<file path="config.mk">
export PLATFORM = sky130hd
export DESIGN_NAME = ip_fixer_preprocess
export DESIGN_NICKNAME = d
export VERILOG_FILES = /design/src/rtl/ip_fixer_pkg.sv /design/src/rtl/fallthrough_small_fifo.sv /design/src/rtl/ip_fixer_preprocess.sv
export SDC_FILE = /design/constraint.sdc
export NUM_CORES = 1
export LEC_CHECK = 0
export CAP_MARGIN = 30
export CORE_UTILIZATION = 62
export CTS_BUF_LIST = sky130_fd_sc_hd__clkbuf_16
export DETAILED_ROUTE_END_ITERATION = 6
export HOLD_SLACK_MARGIN = 0.02
export MAX_ROUTING_LAYER = met4
export PLACE_DENSITY = 0.94
export SKIP_CTS_REPAIR_TIMING = 1
export SYNTH_ARGS = -nofsm -noshare
export SYNTH_HDL_FRONTEND = slang
export SYNTH_SLANG_ARGS = --single-unit
</file>
<file path="constraint.sdc">
create_clock -name clk -period 18.22 [get_ports clk]
set_input_delay 3.644 -clock clk [delete_from_list [all_inputs] [get_ports clk]]
set_output_delay 3.644 -clock clk [all_outputs]
set_load 0.005 [all_outputs]
</file>
<file path="src/rtl/ip_fixer_pkg.sv">
// Shared definitions for the ip_fixer result producer: parser state encoding,
// header field constants and the ones'-complement adder.
package ip_fixer_pkg;

    typedef enum logic [5:0] {
        MOD_HDR  = 6'b000001,
        W1       = 6'b000010,
        W2       = 6'b000100,
        W3       = 6'b001000,
        W4       = 6'b010000,
        WAIT_EOP = 6'b100000
    } state_t;

    localparam logic [15:0] ETHERTYPE_IP = 16'h0800;
    localparam logic [3:0]  IP_VERSION4  = 4'd4;

    localparam int BYTE_LEN_LSB  = 0;
    localparam int ETHERTYPE_LSB = 16;
    localparam int VERSION_LSB   = 12;
    localparam int IP_LEN_LSB    = 48;
    localparam int IP_CSUM_LSB   = 48;
    localparam int DST_IP_LO_LSB = 48;

    // 16-bit ones'-complement add with end-around carry.
    function automatic logic [15:0] ones_add16(input logic [15:0] a, input logic [15:0] b);
        logic [16:0] sum;
        sum = {1'b0, a} + {1'b0, b};
        return sum[15:0] + {15'd0, sum[16]};
    endfunction

endpackage

</file>
<file path="src/rtl/fallthrough_small_fifo.sv">
// Small first-word-fall-through FIFO: dout always shows the head entry.
// A write while full is accepted only when a read frees a slot in the same cycle.
module fallthrough_small_fifo #(
    parameter int WIDTH          = 33,
    parameter int MAX_DEPTH_BITS = 2
) (
    input  logic             clk,
    input  logic             reset,
    input  logic [WIDTH-1:0] din,
    input  logic             wr_en,
    input  logic             rd_en,
    output logic [WIDTH-1:0] dout,
    output logic             full,
    output logic             empty
);
    localparam int DEPTH = 1 << MAX_DEPTH_BITS;

    logic [WIDTH-1:0]          mem [DEPTH];
    logic [MAX_DEPTH_BITS-1:0] wr_ptr, rd_ptr;
    logic [MAX_DEPTH_BITS:0]   count;
    logic                      do_wr, do_rd;

    assign empty = (count == '0);
    assign full  = (count == (MAX_DEPTH_BITS+1)'(DEPTH));
    assign do_rd = rd_en && !empty;
    assign do_wr = wr_en && (!full || do_rd);
    assign dout  = mem[rd_ptr];

    always_ff @(posedge clk) begin
        if (reset) begin
            wr_ptr <= '0;
            rd_ptr <= '0;
            count  <= '0;
        end else begin
            if (do_wr) wr_ptr <= wr_ptr + MAX_DEPTH_BITS'(1);
            if (do_rd) rd_ptr <= rd_ptr + MAX_DEPTH_BITS'(1);
            if (do_wr && !do_rd)
                count <= count + (MAX_DEPTH_BITS+1)'(1);
            else if (do_rd && !do_wr)
                count <= count - (MAX_DEPTH_BITS+1)'(1);
        end
    end

    always_ff @(posedge clk) begin
        if (do_wr) mem[wr_ptr] <= din;
    end

endmodule

</file>
<file path="src/rtl/ip_fixer_preprocess.sv">
// Snoops packets entering ip_fixer and queues one {new length, new checksum, is_ip}
// entry per packet. Define IP_FIXER_HDR_CHECK_EN to also verify the original header checksum.
module ip_fixer_preprocess
    import ip_fixer_pkg::*;
#(
    parameter int         DATA_WIDTH          = 64,
    parameter int         CTRL_WIDTH          = DATA_WIDTH/8,
    parameter logic [7:0] IOQ_CTRL            = 8'hFF,
    parameter int         ETH_HDR_LEN         = 14,
    parameter int         RES_FIFO_DEPTH_BITS = 2
) (
    input  logic                  clk,
    input  logic                  reset,
    input  logic [DATA_WIDTH-1:0] in_data,
    input  logic [CTRL_WIDTH-1:0] in_ctrl,
    input  logic                  in_wr,
    output logic                  in_rdy,
    output logic [15:0]           new_ip_length,
    output logic [15:0]           new_ip_checksum,
    output logic                  pkt_is_ip,
    output logic                  new_data_avail,
    input  logic                  new_data_rd_en
);
    localparam int ENTRY_W = 33;

    state_t             state, state_nxt;
    logic               hdr_seen, is_ip, eop, push;
    logic [15:0]        byte_len, old_len, new_len, csum_w3;
    logic [ENTRY_W-1:0] push_entry, head_entry;
    logic               fifo_full, fifo_empty;
    logic               unused_in_data;

    assign unused_in_data = ^in_data;
    assign eop = (in_ctrl != '0);

    // RFC1624 eqn 3: HC' = ~(~HC + ~m + m')
    assign csum_w3 = ~ones_add16(ones_add16(~in_data[IP_CSUM_LSB +: 16], ~old_len), new_len);

`ifdef IP_FIXER_HDR_CHECK_EN
    logic [15:0] hdr_sum, hdr_sum_final, csum_hold;

    function automatic logic [15:0] add_halves(input logic [15:0] acc, input logic [63:0] w);
        return ones_add16(ones_add16(acc, w[63:48]),
                          ones_add16(ones_add16(w[47:32], w[31:16]), w[15:0]));
    endfunction

    assign hdr_sum_final = ones_add16(hdr_sum, in_data[DST_IP_LO_LSB +: 16]);
`endif

    always_comb begin
        state_nxt  = state;
        push       = 1'b0;
        push_entry = '0;
        if (in_wr) begin
            case (state)
                MOD_HDR:  if (!eop) state_nxt = W1;
                W1: begin
                    if (eop) begin push = 1'b1; state_nxt = MOD_HDR; end
                    else state_nxt = W2;
                end
                W2: begin
                    if (eop) begin push = 1'b1; state_nxt = MOD_HDR; end
                    else state_nxt = W3;
                end
                W3: begin
                    if (eop) begin push = 1'b1; state_nxt = MOD_HDR; end
                    else begin
`ifdef IP_FIXER_HDR_CHECK_EN
                        state_nxt = W4;
`else
                        push       = 1'b1;
                        push_entry = {new_len, csum_w3, is_ip};
                        state_nxt  = WAIT_EOP;
`endif
                    end
                end
`ifdef IP_FIXER_HDR_CHECK_EN
                W4: begin
                    push = 1'b1;
                    if (eop) state_nxt = MOD_HDR;
                    else begin
                        push_entry = {new_len, csum_hold, is_ip && (hdr_sum_final == 16'hFFFF)};
                        state_nxt  = WAIT_EOP;
                    end
                end
`endif
                WAIT_EOP: if (eop) state_nxt = MOD_HDR;
                default:  state_nxt = MOD_HDR;
            endcase
        end
    end

    always_ff @(posedge clk) begin
        if (reset) begin
            state    <= MOD_HDR;
            hdr_seen <= 1'b0;
        end else begin
            state <= state_nxt;
            if (in_wr) begin
                if (state == MOD_HDR && in_ctrl == IOQ_CTRL) hdr_seen <= 1'b1;
                else if (state != MOD_HDR && eop)            hdr_seen <= 1'b0;
            end
        end
    end

    // Header field capture; state gating makes a reset of these unnecessary.
    always_ff @(posedge clk) begin
        if (in_wr) begin
            if (state == MOD_HDR && in_ctrl == IOQ_CTRL)
                byte_len <= in_data[BYTE_LEN_LSB +: 16];
            if (state == W1)
                is_ip <= hdr_seen && (in_data[ETHERTYPE_LSB +: 16] == ETHERTYPE_IP)
                                  && (in_data[VERSION_LSB +: 4] == IP_VERSION4);
            if (state == W2) begin
                old_len <= in_data[IP_LEN_LSB +: 16];
                new_len <= byte_len - 16'(ETH_HDR_LEN);
            end
`ifdef IP_FIXER_HDR_CHECK_EN
            if (state == W1) hdr_sum <= in_data[15:0];
            if (state == W2 || state == W3) hdr_sum <= add_halves(hdr_sum, in_data);
            if (state == W3) csum_hold <= csum_w3;
`endif
        end
    end

    fallthrough_small_fifo #(
        .WIDTH          (ENTRY_W),
        .MAX_DEPTH_BITS (RES_FIFO_DEPTH_BITS)
    ) u_res_fifo (
        .clk   (clk),
        .reset (reset),
        .din   (push_entry),
        .wr_en (push),
        .rd_en (new_data_rd_en),
        .dout  (head_entry),
        .full  (fifo_full),
        .empty (fifo_empty)
    );

    assign in_rdy         = !fifo_full;
    assign new_data_avail = !fifo_empty;
    assign {new_ip_length, new_ip_checksum, pkt_is_ip} = fifo_empty ? '0 : head_entry;

endmodule

</file>
==> results of run 1 <==
==> power by group through the flow <==
stage	combinational (mW)	clock (mW)	sequential [mW]
5_1_grt	0.501	0.412	0.499
4_1_cts	0.458	0.394	0.499
3_5_place_dp	0.454	0	0.508
6_report	0.453	0.392	0.499
2_1_floorplan	0.242	0	0.504
3_3_place_gp	0.442	0	0.508
==> cell usage in the layout (no fill, tap or decap), drive strengths merged, types with 28 or more instances in the layout <==
master and n:
nand2 36, xnor2 28, and2 57, a21oi 32, ha 46, nor2 62, mux4 33, xor2 28
clkdlybuf4s50 94, inv 55, edfxtp 181
==> stage by stage <==
stage | worst slack (ps) | hold slack (ps) | cell area (µm²)
2_1_floorplan | 8940 | 400 | 10300
3_3_place_gp | 7630 | 401 | 11400
3_5_place_dp | 7410 | 413 | 11400
4_1_cts | 7750 | 430 | 12100
5_1_grt | 7150 | 441 | 12100
6_report | 7720 | 430 | 12100
==> registers in the layout (all words and copies together) (netlist names), named ones only <==
| signal | count |
|---|---|
| u_res_fifo.mem | 132 |
| old_len | 16 |
| u_res_fifo.rd_ptr | 2 |
| hdr_seen | 1 |
| new_len | 16 |
| state | 5 |
| is_ip | 1 |
| u_res_fifo.count | 3 |
| u_res_fifo.wr_ptr | 2 |
| byte_len | 16 |
==> metal layers <==
metal	global-route usage, %	wire length, µm	vias to the layer above	share of wire [%]
li1	-	-	3182	-
met1	31.3	8550	3252	42
met2	45.2	10500	202	52
met3	4.93	851	35	4.2
met4	9.67	467	0	2.3
met5	-	0	-	0
==> cell usage after synthesis, types with 3 or more instances <==
cell type,number
mux4_2,33
o21a_1,7
clkbuf_1,23
nand2b_1,12
xor2_1,28
or3_1,11
a21oi_1,31
and2_1,57
inv_1,48
nand4b_1,3
a211oi_1,5
nor2b_1,4
a211o_1,4
a21o_1,8
edfxtp_1,181
nand4_1,8
o21ai_0,21
nor4_1,9
nand3_1,13
nor4b_1,3
nor3_1,19
o2111ai_1,4
fa_1,3
nand3b_1,8
or2_2,3
xnor2_1,28
mux2i_1,7
dfxtp_1,15
and3_1,5
ha_1,46
buf_1,3
nand2_1,36
nor2_1,62
a2111oi_0,3
o211ai_1,4
a31oi_1,3
==> kinds of logic (layout without fill, tap and decap cells) <==
| family | count (synthesis) | after routing | share of synthesized area (%) |
|---|---|---|---|
| AO/OA/AOI/OAI | 113 | 113 | 7.46 |
| XOR/XNOR | 57 | 57 | 4.99 |
| adder cells (fa/ha/maj) | 49 | 49 | 6.18 |
| buffers and inverters | 75 | 178 | 2.75 |
| flip-flops | 196 | 196 | 55.8 |
| multiplexers | 40 | 40 | 7.91 |
| AND/OR/NAND/NOR | 272 | 272 | 14.9 |
==> layout make-up <==
type / count / area [µm²] / share of cell area (%)
clock inverters: 15 / 199 / 1.65
clock buffers: 17 / 425 / 3.53
inverters: 48 / 180 / 1.49
flip-flops and latches: 196 / 5740 / 47.6
repair buffers: 98 / 971 / 8.05
multi-input cells: 531 / 4280 / 35.5
well taps: 216 / 270 / 2.24
==> worst reg2reg max path: cells and delay by family (launching register included) <==
kind            cells  cell delay [ps]
fa+ha+maj           5             1380
xor+xnor            1              160
flops               1              360
simple gates       14             2790
mux                 1              430
compound gates     10             1720
buf+inv             2              150
==> path summary, 6_finish.rpt <==
kind	depth (start not counted)	slack, ps	end	start
setup / recovery	34	7720	u_res_fifo.mem[3][16]	in_data[48]
hold / removal	0	430	new_len[0]	byte_len[0]
setup reg to reg	33	10990	u_res_fifo.mem[3][16]	old_len[0]
hold reg to reg	0	430	new_len[0]	byte_len[0]
==> metrics.txt, run 1 <==
share of cells above drive strength 1 10.1%; CP Class in2reg; TritonCTS Sinks 196; routability cong. 0.867; CTS Buffer Depth 2; Mapped Area 10,300 µm²; total wire length a little over 20,000 µm; ranking of synthesized cells by area edfxtp_1 (53%), mux4_2 (7.2%), ha_1 (5.6%); asr flop ratio synth 0%; total grt overflow 0; power share of the clock group between 20% and 30%; Die Y-Extent between 100 and 150 µm; PortBufs 94; Top cell by count, worst path ha_1; Max Fclk 95.2 MHz; CP top delay family simple AND/OR/NAND/NOR gates; sequential power share 37.1%; TritonCTS clock tree yes; Main synth FF type edfxtp_1; flops & latches, synth 196; # H-tree levels 4; Reg clk slew, reported paths around 70 ps; Root Driver clkbuf_16; Cell Int Power ~1000 µW; core area between 15,000 and 20,000 µm²; worst vdd ir 69.4 µV; leakage 4.09 nW; Yosys top cell area share 52.9%; Net Count, Synth 927; arrival time worst endpoint approximately 11,000 ps; largest net degree at the start of global routing 37; Area Growth Syn to Fin 17.3%; worst slew pin tran 912 ps; MaxCap Viol Count 0; Mapped Cells 802; part of the power in combinational logic 33.7%; outcome finished clean; DR iter-0 viols 463; first-pass GRT wire length 32,700 µm; pwr dens 111 nW/µm²; Vias 6,671; Ports 111; fin. max-slew vios 0; total clock buffers created by CTS 17; DRT Pass-1 Iters 5; fillers 967; Design Power 1.34 mW; post-route insts no fill around 1,100; sequential area share after synthesis 55.8%; critical path endpoint category flip-flop; cell taking the most area after synthesis edfxtp_1; Antenna diodes 0; row cnt 46; Max Clock Skew about 11 ps; Vias/cell between 5 and 6; clk_lat worst skew around 430 ps; Final Cycle Share 57.6%; Tmin final roughly 11,000 ps; hpwl dp 13,800 µm; number of synthesized flops with an enable pin approximately 180; gr usage total 26.4%; initial cell density of the core 64.0%; critical path's slowest cell nor4b_1; largest fanout on the critical path 6; post-synth cell types between 70 and 80; Die W 131 µm; Inst Count DP 1,089; vias in the first global route 6,646; net count of the finished layout between 1,000 and 1,500; initial antenna violation count 0; Fin Setup TNS 0 ps; DRC errors left 0; Sw Share 25.9%; P_sw about 350 µW; crit-path max cell delay about 470 ps; Total Die Area 17,100 µm²; number of setup violations in the final report 0; Wirelength per Cell 18.2 µm; CP startpoint kind input port; Post-DRT Antenna Nets 0; final hold viol count 0; utilization after layout between 70 and 80%; RSZ-0062 raised after global routing no; Worst Path Buf+Inv 3; synth warn 0; Critical Path RT 18,410 ps; Syn Area/Cell roughly 13 µm²; Hold Path Class reg2reg; Slew HR about two fifths
No activity file was read; power rests on OpenSTA's default activity.
==> run 2, diff against run 1 <==
--- a/config.mk
+++ b/config.mk
@@ -6,12 +6,12 @@
 export NUM_CORES = 1
 export LEC_CHECK = 0
 export CAP_MARGIN = 30
-export CORE_UTILIZATION = 62
+export CORE_UTILIZATION = 57
 export CTS_BUF_LIST = sky130_fd_sc_hd__clkbuf_16
 export DETAILED_ROUTE_END_ITERATION = 6
 export HOLD_SLACK_MARGIN = 0.02
 export MAX_ROUTING_LAYER = met4
-export PLACE_DENSITY = 0.94
+export PLACE_DENSITY = 0.88
 export SKIP_CTS_REPAIR_TIMING = 1
 export SYNTH_ARGS = -nofsm -noshare
 export SYNTH_HDL_FRONTEND = slang
==> constraint.sdc (replaced) <==
create_clock -name clk -period 11 [get_ports clk]
set_input_delay 2.2 -clock clk [delete_from_list [all_inputs] [get_ports clk]]
set_output_delay 2.2 -clock clk [all_outputs]
set_load 0.005 [all_outputs]
==> run 2 against run 1 <==
Against the previous run:
- power increased by 64%
- count of clock-buffer cells in the layout unchanged
- die area increased by 8.6%
- final area about the same
- clock power increased by 61%
- non-clock buffer count increased by 1
- worst hold slack improved by 67 ps
- sequential cell count unchanged
- sequential power increased by 66%
- wire length decreased by 0.24%
- critical endpoint is now u_res_fifo.mem[1][16]
- largest cell class unchanged
==> metrics.txt, run 2 (synthesized netlist as in run 1, its figures left out) <==
first-pass GRT wire length 32,700 µm; most frequent cells in the layout edfxtp_1 (181), clkdlybuf4s50_1 (94), nor2_1 (62), and2_1 (54), inv_1 (50); Die W 136 µm; number of setup violations in the final report 0; RR Endpoint u_res_fifo.mem[1][16]; Critical Path RT 11,230 ps; leakage 4.09 nW; DR iter-0 viols 392; Worst Path Buf+Inv 3; Vias/cell 5.84; Die Y-Extent about 140 µm; Post-DRT Antenna Nets 0; Total Die Area between 15,000 and 20,000 µm²; largest register by flop count u_res_fifo.mem; Reg clk slew, reported paths 70 ps; Ports between 100 and 150; DRC errors left 0; fillers about 1,200; PnR worst setup slack ~1900 ps; Wirelength per Cell 18.0 µm; Slew HR between 30% and 40%; Place WS 1560 ps; R2R depth 33; CP startpoint kind input port; Max Clock Skew 9.52 ps; Final Cell Area 12,100 µm²; initial cell density of the core 58.8%; net count of the finished layout roughly 1,000; TritonCTS clock tree yes; # H-tree levels 4; Hold Path Class reg2reg; commonest non-fill, non-tap cell in the layout edfxtp_1; TritonCTS Sinks 196; core area between 15,000 and 20,000 µm²; RSZ-0062 raised after global routing no; largest net degree at the start of global routing 37; hpwl dp approximately 14,000 µm; outcome finished clean; total wire length 20,400 µm; initial antenna violation count 0; largest fanout on the critical path 6; share of cells above drive strength 1 around 9.9%; vias in the first global route 6,610; Placement Cell Area 11,500 µm²; Area Growth Syn to Fin 17.3%; Root Driver clkbuf_16; critical path's slowest cell nor4b_1; Largest register FFs 132; final hold viol count 0; total clock buffers created by CTS 17; critical path endpoint category flip-flop; gr usage total 24.2%; Max Fclk about 110 MHz; PortBufs 94; Top cell by count, worst path ha_1; CTS Buffer Depth 2; Vias 6,601; total grt overflow 0; Fin Setup TNS 0 ps; row cnt 48; Antenna diodes 0; flop2flop setup slack approximately 3700 ps; utilization after layout between 60 and 70%; Worst Setup SP in_data[48]; MaxCap Viol Count 0; arrival time worst endpoint 9320 ps; clk_lat worst skew 440 ps; Tmin final roughly 9100 ps; pwr dens 183 nW/µm²; RR Startpoint old_len[0]; Inst Count DP 1,099; crit-path max cell delay 570 ps; CP top delay family simple AND/OR/NAND/NOR gates; worst vdd ir 186 µV; CP endpoint u_res_fifo.mem[1][16]; worst slew pin tran 946 ps; fin. max-slew vios 0; WP depth 34; post-route insts no fill 1,131; DRT Pass-1 Iters 5; CP Class in2reg; routability cong. 0.893; Final Cycle Share 82.7%
run 2: cell count changes in the layout (fill, tap and decap cells not counted):
cell,delta
and2_1,+1
clkinvlp_4,-1
clkinv_2,+2
clkinv_8,-1
buf_4,+1
clkinv_4,-1
clkinv_1,+1
and2_2,-1
run 2: final cells by class:
class                   instances  area (µm²)  share of cell area (%)
clock inverters                15         180                    1.49
repair buffers                 99         978                    8.11
multi-input cells             531        4280                    35.5
flip-flops and latches        196        5740                    47.6
well taps                     225         282                    2.33
clock buffers                  17         425                    3.53
inverters                      48         180                    1.49
run 2: how the worst min path moves through the flow:
stage,start,to,slack [ps],cells past startpoint
finish,hdr_seen,hdr_seen,500,2
global route,byte_len[0],new_len[0],510,0
CTS,byte_len[0],new_len[0],500,0
detailed placement,byte_len[0],new_len[0],480,0
global placement,byte_len[0],new_len[0],440,0
floorplan,byte_len[0],new_len[0],400,0
run 2: where the power goes:
part	internal, mW	switching, mW	leakage (nW)
logic	0.470	0.278	2.15
clock network	0.361	0.272	0.307
registers	0.813	0.0125	1.63
run 2: through the flow:
step	power, mW	hold slack (ps)
floorplan	1.24	400
global placement	1.58	442
detailed placement	1.59	479
CTS	2.22	499
global route	2.31	508
finish	2.21	497
run 2: layer usage:
layer | vias up | routed length, µm | GRT usage (%)
met5 | - | 0 | -
met3 | 38 | 913 | 3.91
met1 | 3193 | 8500 | 28.8
li1 | 3180 | - | -
met4 | 0 | 437 | 8.70
met2 | 190 | 10500 | 41.7
run 2: worst register-to-register path, delay by kind of cell (launching register included):
family | cells | cell delay (ps)
xor+xnor | 1 | 160
mux | 1 | 360
buf+inv | 2 | 140
flops | 1 | 370
simple gates | 14 | 2940
compound gates | 10 | 1710
fa+ha+maj | 5 | 1410
